$ cat src/rtl/wb_arbiter.sv
// Write-back arbiter: round-robin grant between the ALU and load unit,
// registered register-file write stage, forwarding compare and a saturating
// conflict counter. rst_n is active-high and asynchronous.
module wb_arbiter #(
  parameter int DATAW = 32,
  parameter int CNTW  = 16
) (
  input  logic             clk,
  input  logic             rst_n,
  input  logic             alu_valid,
  input  logic [4:0]       alu_rd,
  input  logic [DATAW-1:0] alu_data,
  output logic             alu_ready,
  input  logic             mem_valid,
  input  logic [4:0]       mem_rd,
  input  logic [DATAW-1:0] mem_data,
  output logic             mem_ready,
  input  logic             wb_hold,
  output logic             rf_we,
  output logic [4:0]       rf_rd,
  output logic [DATAW-1:0] rf_wdata,
  input  logic [4:0]       rs1_addr,
  input  logic [4:0]       rs2_addr,
  output logic             rs1_fwd_hit,
  output logic             rs2_fwd_hit,
  output logic [DATAW-1:0] rs1_fwd_data,
  output logic [DATAW-1:0] rs2_fwd_data,
  output logic [CNTW-1:0]  conflict_cnt
);

  typedef enum logic {
    GRANT_ALU = 1'b0,
    GRANT_MEM = 1'b1
  } grant_e;

  grant_e last_grant;
  grant_e last_grant_nxt;
  logic   alu_xfer;
  logic   mem_xfer;

  assign alu_xfer = alu_valid & alu_ready;
  assign mem_xfer = mem_valid & mem_ready;

  // Last-grant register; reset to MEM so the ALU wins the first tie
  always_ff @(posedge clk or posedge rst_n) begin
    if (rst_n) begin
      last_grant <= GRANT_MEM;
    end else begin
      last_grant <= last_grant_nxt;
    end
  end

  // Next grant owner: follows whichever requester actually transferred
  always_comb begin
    last_grant_nxt = last_grant;
    if (alu_xfer) begin
      last_grant_nxt = GRANT_ALU;
    end else if (mem_xfer) begin
      last_grant_nxt = GRANT_MEM;
    end
  end

  // Ready generation: blocked by hold/reset, ties go to the loser of the last grant
  always_comb begin
    alu_ready = 1'b0;
    mem_ready = 1'b0;
    if (!rst_n && !wb_hold) begin
      if (alu_valid && (!mem_valid || last_grant == GRANT_MEM)) begin
        alu_ready = 1'b1;
      end else if (mem_valid) begin
        mem_ready = 1'b1;
      end
    end
  end

  // Registered write stage: pulse rf_we per accepted request, never for x0
  always_ff @(posedge clk or posedge rst_n) begin
    if (rst_n) begin
      rf_we    <= 1'b0;
      rf_rd    <= '0;
      rf_wdata <= '0;
    end else if (alu_xfer) begin
      rf_we    <= (alu_rd != 5'd0);
      rf_rd    <= alu_rd;
      rf_wdata <= alu_data;
    end else if (mem_xfer) begin
      rf_we    <= (mem_rd != 5'd0);
      rf_rd    <= mem_rd;
      rf_wdata <= mem_data;
    end else begin
      rf_we    <= 1'b0;
    end
  end

  // Saturating count of cycles where both requesters are valid
  always_ff @(posedge clk or posedge rst_n) begin
    if (rst_n) begin
      conflict_cnt <= '0;
    end else if (alu_valid && mem_valid && (conflict_cnt != '1)) begin
      conflict_cnt <= conflict_cnt + 1'b1;
    end
  end

  // Bypass compare against the registered write stage
  always_comb begin
    rs1_fwd_hit  = rf_we && (rf_rd == rs1_addr) && (rs1_addr != 5'd0);
    rs2_fwd_hit  = rf_we && (rf_rd == rs2_addr) && (rs2_addr != 5'd0);
    rs1_fwd_data = rf_wdata;
    rs2_fwd_data = rf_wdata;
  end

endmodule

$ cat config.mk
export PLATFORM = sky130hd
export DESIGN_NAME = wb_arbiter
export DESIGN_NICKNAME = d
export VERILOG_FILES = /design/src/rtl/wb_arbiter.sv
export SDC_FILE = /design/constraint.sdc
export NUM_CORES = 1
export LEC_CHECK = 0
export ABC_AREA = 0
export BUFFER_PORTS_ARGS = -buffer_cell sky130_fd_sc_hd__buf_2
export CAP_MARGIN = 25
export CORE_MARGIN = 2
export CORE_UTILIZATION = 30
export DETAILED_ROUTE_END_ITERATION = 16
export PLACE_DENSITY = 0.58
export SKIP_LAST_GASP = 1
export SLEW_MARGIN = 20
export SYNTH_ARGS = -nofsm -noshare
export SYNTH_HDL_FRONTEND = slang
export SYNTH_SLANG_ARGS = --single-unit
$ cat constraint.sdc
create_clock -name clk -period 2.35 [get_ports clk]
set_input_delay 0.5875 -clock clk [delete_from_list [all_inputs] [get_ports clk]]
set_output_delay 0.5875 -clock clk [all_outputs]
set_load 0.02 [all_outputs]
==> run summary, run 1 <==
antenna violations before repair = 0
Clock Sinks = 55
largest net degree at the start of global routing = 48
Die W = 108 µm
root buffer cell = clkbuf_8
flops & latches, synth = 55
first-pass GRT wire length = 12.3 mm
post-CTS setup buffers = 0
area delta synth->final = 26.1%
die height = 108 µm
# port buffers = 210
syn nets = 424
CTS tree = built
Vias per Instance = 4.60
Clock Latency Late Sink = 0.31 ns
Slew Viols, Final = 0
Synth Area per Inst = 9.69 µm²
synthesis warning total = 0
pre-CTS setup slack = 0.363 ns
Distinct cells, synth = 35
minimum clock period = 2.20 ns
RSZ-0062 raised after global routing = no
final setup vio count = 0
Bufs on Longest Clock Path = 2
gr busiest metal = met2
GRT Overall Usage = 0.132
FMAX = 454 MHz
DR DRC count = 0
via count = 2842
register area = 1380 µm²
design area = 4080 µm²
Slew @ Worst Pin = 0.530 ns
Final Skew = 0.00777 ns
Cell Pwr Density = 844 nW/µm²
CP max FO = 5
worst path required time = 1.76 ns
mapped cell area = 3240 µm²
register area share after synthesis = 0.425
Placed Cells = 610
Final Util = 0.392
Nets = 571
Post-CTS Resized = 0
Iter 0 DRT Violations = 77
Post-Layout Cell Count = 618
Peak VDD IR = 0.365 mV
Worst slew margin = 0.644
Max-Cap Viols = 0
core area = 10400 µm²
layout cells sized above 1 = 0.490
gp weighted congestion = 0.783
Final ANT Viol Nets = 0
wirelength, routed = 7.99 mm
critical path endpoint category = output port
Worst-path clk slew = 0.11 ns
DP HPWL = 6.23 mm
Total Neg Setup Slack = 0 ns
Fillers = 1076
final hold violation count = 0
Wirelength per Cell = 12.9 µm
H-tree depth = 2
Tcrit/Tclk final = 0.938
DR pass1 iterations = 4
number of global-route vias before repair = 2588
CP arrival = 1.62 ns
GRT Residual Overflow = 0
area occupied by multi-input gates = 1320 µm²
io pins = 211
area post-placement = 3990 µm²
met2 usage = 0.225
Final WS setup = 0.147 ns
path category of the worst min-delay check = input pin to async pin
Lkg Pwr = 2.07 nW
Rows = 37
Starting Density = 0.311
status = complete, no violations
GRT met1 Usage = 0.169
diodes inserted = 0
Cells after Synth = 334
Post-CTS Hold Buffers = 0
Crit Path Category = flip-flop to output port
total CTS buffers = 5
met3 usage in global routing = 0.0333
crit path launch type = flip-flop
Total Die Area = 11600 µm²
-- worst max-delay path: stages, from the launching register on --
cell	delay, ns
dfrtp_1	0.47
nor4_1	0.39
nor3_1	0.09
a21oi_1	0.15
nor2_1	0.06
buf_2	0.15
-- power breakdown --
group	switching (W)	internal [W]	leakage, nW	total, W
Sequential	0.000242	0.00115	0.652	0.00139
Clock	0.000330	0.000214	0.0443	0.000544
Combinational	0.000956	0.000554	1.38	0.00151
-- cells in the final DEF, fill, tap and decap left out, types with 3 or more instances in the layout --
cell type and count:
nand3_1 5, nand4_1 4, clkbuf_8 5, nand2_1 10
mux2i_1 37, xnor2_1 3, o21ai_0 3, dfrtp_1 54
nor3_1 8, and3_1 3, buf_2 210, xor2_1 18
nor2_1 48, buf_4 5, a21oi_1 39
-- path summary, 6_finish.rpt --
path,start,endpoint,slack (ns),cells after the start
worst min-delay path,rst_n,conflict_cnt[0],0.24,2
worst min register to register,conflict_cnt[15],conflict_cnt[15],0.51,1
max in group asynchronous,rst_n,rf_wdata[27],1.47,3
worst max-delay path,rf_rd[1],rs1_fwd_hit,0.15,5
worst max register to register,conflict_cnt[12],conflict_cnt[1],0.56,4
min in group clk,conflict_cnt[15],conflict_cnt[15],0.51,1
-- final cells by class --
class                           count  share of cell area
Sequential cell                    55               0.337
Multi-Input combinational cell    200               0.324
Timing Repair Buffer              216               0.271
Tap cell                          136              0.0417
Clock buffer                        5              0.0169
Clock inverter                      3             0.00613
Inverter                            3             0.00276
-- flip-flops by register name, indices dropped and copies added (netlist names) --
register	count
rf_wdata	32
conflict_cnt	16
rf_rd	5
last_grant	1
rf_we	1
-- kinds of logic (layout without fill, tap and decap cells) --
logic type               count (synthesis)  count (layout)  synth area share
flip-flops                              55              55             0.425
AND/OR/NAND/NOR                         93              93             0.146
multiplexers                            39              39             0.122
AO/OA/AOI/OAI                           46              46            0.0773
XOR/XNOR                                21              21            0.0568
adder cells (fa/ha/maj)                  1               1           0.00386
buffers and inverters                   79             227             0.168
-- cells in the mapped netlist --
master	n	area, µm²
dfrtp_1	54	1350
and2_1	1	6.26
dfstp_2	1	26.3
o41ai_2	1	16.3
nor2_1	48	180
nor4b_1	2	17.5
nor3_1	9	45.0
buf_2	5	25.0
nand4_4	1	21.3
clkbuf_1	7	26.3
xor2_1	18	158
or3_1	1	6.26
nand2_1	10	37.5
o2111ai_1	1	8.76
mux2_2	1	11.3
ha_1	1	12.5
mux2i_1	37	370
mux2_4	1	15.0
nand4_1	4	25.0
a21oi_1	39	195
o21ai_0	3	15.0
or4_1	2	15.0
nor4_4	1	21.3
nor4_1	1	6.26
nor3b_1	1	7.51
nor4_2	1	12.5
and3_1	3	18.8
nor2_2	1	6.26
xnor2_1	3	26.3
o211ai_1	2	15.0
nand3_2	1	10.0
inv_1	3	11.3
buf_4	64	480
nand4_2	1	12.5
nand3_1	5	25.0
-- through the flow --
stage	total power [W]	hold WS (ns)
floorplan	0.00265	0.485
global placement	0.00292	0.498
detailed placement	0.00294	0.504
CTS	0.00351	0.241
global route	0.00370	0.246
finish	0.00345	0.242
-- metal layers --
| metal | routed length (µm) | part of all wire |
|---|---|---|
| met3 | 602 | 0.075 |
| met1 | 3420 | 0.43 |
| met5 | 0 | 0 |
| met4 | 34 | 0.0043 |
| met2 | 3940 | 0.49 |
Power figures use the tool's default switching activity.
==> run 2, diff against run 1 <==
--- a/config.mk
+++ b/config.mk
@@ -9,9 +9,9 @@
 export BUFFER_PORTS_ARGS = -buffer_cell sky130_fd_sc_hd__buf_2
 export CAP_MARGIN = 25
 export CORE_MARGIN = 2
-export CORE_UTILIZATION = 30
+export CORE_UTILIZATION = 43
 export DETAILED_ROUTE_END_ITERATION = 16
-export PLACE_DENSITY = 0.58
+export PLACE_DENSITY = 0.79
 export SKIP_LAST_GASP = 1
 export SLEW_MARGIN = 20
 export SYNTH_ARGS = -nofsm -noshare
==> run summary, run 2 (synthesized netlist as in run 1, its figures left out) <==
status = complete, no violations
Final Util = 0.561 (+0.169)
Nets = 568 (-0.53%)
reg2reg setup slack = 0.59 ns (+0.03 ns)
GRT met1 Usage = 0.224 (+0.0547)
# port buffers = 210 (unchanged)
Final ANT Viol Nets = 0 (unchanged)
CP max FO = 5 (unchanged)
root buffer cell = clkbuf_8
Slew @ Worst Pin = 0.518 ns (-0.0118 ns)
total power = 0.00365 W (+6.0%)
crit path launch type = flip-flop
path depth of the worst reg2reg path = 4 (unchanged)
DR DRC count = 0 (unchanged)
register area = 1380 µm² (unchanged)
Top Registers = rf_wdata: 32 flops, conflict_cnt: 16 flops, rf_rd: 5 flops
commonest cells after routing, fill and taps aside = buf_2, dfrtp_1, nor2_1
total CTS buffers = 5 (unchanged)
WHS = 0.287 ns (+0.0456 ns)
met3 usage in global routing = 0.0543 (+0.0210)
CP Launch Point = rf_rd[2]
Reg with most FFs = rf_wdata
Slew Viols, Final = 0 (unchanged)
Worst slew margin = 0.652 (+0.00794)
Cell Pwr Density = 893 nW/µm² (+5.8%)
io pins = 211 (unchanged)
Total Die Area = 8240 µm² (-29%)
Fillers = 686 (-36%)
Final Skew = 0.00483 ns (-0.00293 ns)
DR pass1 iterations = 4 (unchanged)
gr busiest metal = met2
Die W = 90.8 µm (-16%)
Max stage delay cell, worst path = dfrtp_1
Rows = 31 (-16%)
design area = 4090 µm² (+0.12%)
Clock Sinks = 55 (unchanged)
CP arrival = 1.70 ns (+0.08 ns)
Total Neg Setup Slack = 0 ns (unchanged)
FMAX = 437 MHz (-3.8%)
Bufs on Longest Clock Path = 2 (unchanged)
H-tree depth = 2 (unchanged)
GRT Overall Usage = 0.193 (+0.0612)
Lkg Pwr = 2.09 nW (+0.84%)
layout cells sized above 1 = 0.489 (-0.00111)
Worst-path clk slew = 0.10 ns (about the same)
first-pass GRT wire length = 12.9 mm (+4.9%)
RR Startpoint = conflict_cnt[11]
Iter 0 DRT Violations = 79 (+2.6%)
worst r2r dst = conflict_cnt[1]
number of global-route vias before repair = 2625 (+1.4%)
via count = 2790 (-1.8%)
met2 usage = 0.350 (+0.124)
final hold violation count = 0 (unchanged)
Crit Path Category = flip-flop to output port
Clock Latency Late Sink = 0.30 ns (about the same)
CTS tree = built
wirelength, routed = 8.15 mm (+1.9%)
core area = 7290 µm² (-30%)
GRT Residual Overflow = 0 (unchanged)
crit path cell chain = xor2_1 -> nor3_1 -> nand3_1 -> nor2_1 -> buf_2
worst path required time = 1.76 ns (about the same)
die height = 90.8 µm (-16%)
antenna violations before repair = 0 (unchanged)
Wirelength per Cell = 14.1 µm (+9.0%)
Vias per Instance = 4.83 (+5.0%)
path category of the worst min-delay check = input pin to async pin
Peak VDD IR = 0.560 mV (+53%)
CP peak stage delay = 0.47 ns (about the same)
Tcrit/Tclk final = 0.974 (+0.0370)
gp weighted congestion = 0.837 (+6.8%)
critical path endpoint category = output port
Largest register FFs = 32 (unchanged)
Post-CTS Hold Buffers = 0 (unchanged)
DP HPWL = 6.22 mm (-0.18%)
area post-placement = 3950 µm² (-1.1%)
area occupied by multi-input gates = 1330 µm² (+0.47%)
diodes inserted = 0 (unchanged)
minimum clock period = 2.29 ns (+0.0869 ns)
Starting Density = 0.444 (+0.133)
commonest non-fill, non-tap cell in the layout = buf_2
area delta synth->final = 26.3%
largest net degree at the start of global routing = 76 (+58%)
final setup vio count = 0 (unchanged)
RSZ-0062 raised after global routing = no
Max-Cap Viols = 0 (unchanged)
==> run 2: changes by cell type in the layout (fill, tap and decap cells not counted), sizes merged <==
cell | before | now
buf | 216 | 213
bufinv | 0 | 2
clkinv | 2 | 0
==> run 2: what timing repair did <==
item,4_1_cts,5_1_grt
setup buffers,0,0
setup endpoints to repair,0,1
resized for setup,0,1
==> run 2: how the worst max path moves through the flow <==
stage / slack, ns / to / depth (start not counted)
CTS: 0.02 / rs2_fwd_hit / 5
floorplan: 0.37 / mem_ready / 3
finish: 0.06 / rs2_fwd_hit / 5
global placement: 0.17 / rs2_fwd_hit / 6
global route: 0.004 / rs2_fwd_hit / 5
detailed placement: 0.19 / rs2_fwd_hit / 6
==> run 2: area by class of cell <==
class | count | area share
inverters | 3 | 0.00275
repair buffers | 213 | 0.272
flip-flops and latches | 55 | 0.337
clock inverters | 3 | 0.0165
well taps | 99 | 0.0303
multi-input cells | 200 | 0.325
clock buffers | 5 | 0.0168
==> run 2: metrics by stage <==
stage,worst slack [ns],std cells
6_report,0.0600,578
5_1_grt,0.00433,578
4_1_cts,0.0248,578
3_5_place_dp,0.185,570
3_3_place_gp,0.166,570
2_1_floorplan,0.372,334
==> run 2: worst max-delay path: cells and delay by family, from the launching register on <==
kind	cells	cell delay [ns]
simple gates	3	0.54
buf+inv	1	0.19
flops	1	0.47
xor+xnor	1	0.19
==> run 2: report_power, final <==
| part | switching (W) | internal, W | leakage, nW |
|---|---|---|---|
| clock | 0.000312 | 0.000425 | 0.0644 |
| sequential | 0.000246 | 0.00115 | 0.652 |
| combinational | 0.000964 | 0.000555 | 1.37 |
==> run 2: layer usage <==
layer | wire, µm | up-vias
met3 | 674 | 11
met5 | 0 | -
met1 | 3240 | 1286
met2 | 4120 | 128
li1 | - | 1365
met4 | 108 | 0
==> run 3, diff against run 2 <==
--- a/config.mk
+++ b/config.mk
@@ -9,9 +9,9 @@
 export BUFFER_PORTS_ARGS = -buffer_cell sky130_fd_sc_hd__buf_2
 export CAP_MARGIN = 25
 export CORE_MARGIN = 2
-export CORE_UTILIZATION = 43
+export CORE_UTILIZATION = 35
 export DETAILED_ROUTE_END_ITERATION = 16
-export PLACE_DENSITY = 0.79
+export PLACE_DENSITY = 0.66
 export SKIP_LAST_GASP = 1
 export SLEW_MARGIN = 20
 export SYNTH_ARGS = -nofsm -noshare
==> run summary, run 3 (synthesized netlist as in run 1, its figures left out) <==
Lkg Pwr = 2.09 nW (about the same)
Peak VDD IR = 0.475 mV (-15%)
first-pass GRT wire length = 12.3 mm (-4.4%)
Starting Density = 0.355 (-0.0886)
# port buffers = 210 (unchanged)
GRT Overall Usage = 0.152 (-0.0406)
Worst-path clk slew = 0.10 ns (about the same)
Cell Pwr Density = 875 nW/µm² (-2.0%)
Wirelength per Cell = 13.5 µm (-4.5%)
status = complete, no violations
Die W = 100 µm (+10%)
Total Neg Setup Slack = 0 ns (unchanged)
switching pwr = 0.00152 W (-0.32%)
Max stage delay cell, worst path = dfrtp_1
Crit Path Category = flip-flop to output port
Final Skew = 0.00758 ns (+0.00275 ns)
total CTS buffers = 5 (unchanged)
die height = 100 µm (+10%)
Final WS setup = 0.146 ns (+0.0856 ns)
Reg power frac = 0.391 (+0.009)
largest net degree at the start of global routing = 76 (unchanged)
Slew Viols, Final = 0 (unchanged)
FMAX = 454 MHz (+3.9%)
crit path launch type = flip-flop
commonest non-fill, non-tap cell in the layout = buf_2
DR pass1 iterations = 4 (unchanged)
diodes inserted = 0 (unchanged)
area post-placement = 3960 µm² (+0.25%)
WHS = 0.283 ns (-0.00445 ns)
commonest cells after routing, fill and taps aside = buf_2, dfrtp_1, nor2_1
Largest register FFs = 32 (unchanged)
pre-CTS setup slack = 0.306 ns (+0.121 ns)
Iter 0 DRT Violations = 41 (-48%)
Net Sw Frac = 0.425 (+0.00864)
Post-CTS Resized = 0 (unchanged)
DP HPWL = 6.14 mm (-1.2%)
clock share of power = 0.185 (-0.017)
Total Die Area = 10000 µm² (+22%)
Rows = 35 (+13%)
Vias per Instance = 4.68 (-3.0%)
Clock Sinks = 55 (unchanged)
total power = 0.00357 W (-2.3%)
Tcrit/Tclk final = 0.938 (-0.0364)
Max-Cap Viols = 0 (unchanged)
CP arrival = 1.62 ns (-0.08 ns)
antenna violations before repair = 0 (unchanged)
minimum clock period = 2.20 ns (-0.0856 ns)
wirelength, routed = 7.96 mm (-2.3%)
path category of the worst min-delay check = input pin to async pin
reg2reg setup slack = 0.58 ns (about the same)
root buffer cell = clkbuf_8
layout cells sized above 1 = 0.488 (-0.00102)
Post-CTS Hold Buffers = 0 (unchanged)
Top Registers = rf_wdata: 32 flops, conflict_cnt: 16 flops, rf_rd: 5 flops
Nets = 569 (+0.18%)
crit path cell chain = nor4_1 -> nor3_1 -> a21oi_1 -> nor2_1 -> buf_2
RSZ-0062 raised after global routing = no
Clock Latency Late Sink = 0.31 ns (about the same)
CTS tree = built
io pins = 211 (unchanged)
GRT Residual Overflow = 0 (unchanged)
final hold violation count = 0 (unchanged)
Final ANT Viol Nets = 0 (unchanged)
number of global-route vias before repair = 2541 (-3.2%)
Bufs on Longest Clock Path = 2 (unchanged)
Reg with most FFs = rf_wdata
post-CTS setup buffers = 0 (unchanged)
final setup vio count = 0 (unchanged)
Comb power frac = 0.424 (+0.008)
Pint = 0.00205 W (-3.8%)
design area = 4070 µm² (-0.37%)
Worst slew margin = 0.673 (+0.0213)
DR DRC count = 0 (unchanged)
Slew @ Worst Pin = 0.486 ns (-0.0317 ns)
area delta synth->final = 25.8%
critical path endpoint category = output port
worst path required time = 1.76 ns (about the same)
gp weighted congestion = 0.786 (-6.1%)
core area = 9110 µm² (+25%)
H-tree depth = 2 (unchanged)
CP max FO = 5 (unchanged)
via count = 2767 (-0.82%)
CP peak stage delay = 0.46 ns (about the same)
## run 3: cell types whose count changed in the layout (fill, tap and decap cells not counted), sizes merged
cell	change
buf	+1
bufinv	-1
clkbuf	+1
clkinv	+1
clkinvlp	-1
## run 3: worst paths after layout
kind | from | end | cells after the start
worst min register to register | last_grant | last_grant | 2
worst max register to register | conflict_cnt[12] | conflict_cnt[1] | 4
max in group asynchronous | rst_n | last_grant | 3
worst max-delay path | rf_rd[0] | rs2_fwd_hit | 5
worst min-delay path | rst_n | rf_wdata[18] | 2
min in group clk | last_grant | last_grant | 2
## run 3: power groups by stage
stage | Combinational [W] | Sequential [W] | Clock [W]
2_1_floorplan | 0.00102 | 0.00163 | 0
3_3_place_gp | 0.00153 | 0.00140 | 0
3_5_place_dp | 0.00153 | 0.00141 | 0
4_1_cts | 0.00153 | 0.00140 | 0.000686
5_1_grt | 0.00164 | 0.00144 | 0.000725
6_report | 0.00151 | 0.00139 | 0.000660
## run 3: final cells by class
type	instances	area, µm²
Clock inverter	2	35.0
Timing Repair Buffer	214	1110
Fill cell	893	5030
Tap cell	111	139
Inverter	3	11.3
Sequential cell	55	1380
Multi-Input combinational cell	200	1320
Clock buffer	6	82.6
## run 3: per-stage QoR
| step | util | std cells |
|---|---|---|
| 5_1_grt | 0.447 | 591 |
| 2_1_floorplan | - | 334 |
| 3_5_place_dp | 0.434 | 583 |
| 4_1_cts | 0.447 | 591 |
| 3_3_place_gp | 0.434 | 583 |
| 6_report | 0.447 | 591 |
## run 3: worst max-delay path: cells and delay by family, from the launching register on
family	cells	cell delay, ns
compound gates	1	0.13
simple gates	3	0.57
buf+inv	1	0.16
flops	1	0.46
## run 3: routing by layer
| metal | GRT usage | wire (µm) | vias to the layer above |
|---|---|---|---|
| met1 | 0.195 | 3360 | 1277 |
| li1 | - | - | 1362 |
| met2 | 0.263 | 3900 | 124 |
| met5 | 0 | 0 | - |
| met3 | 0.0383 | 657 | 4 |
| met4 | 0.0285 | 43 | 0 |
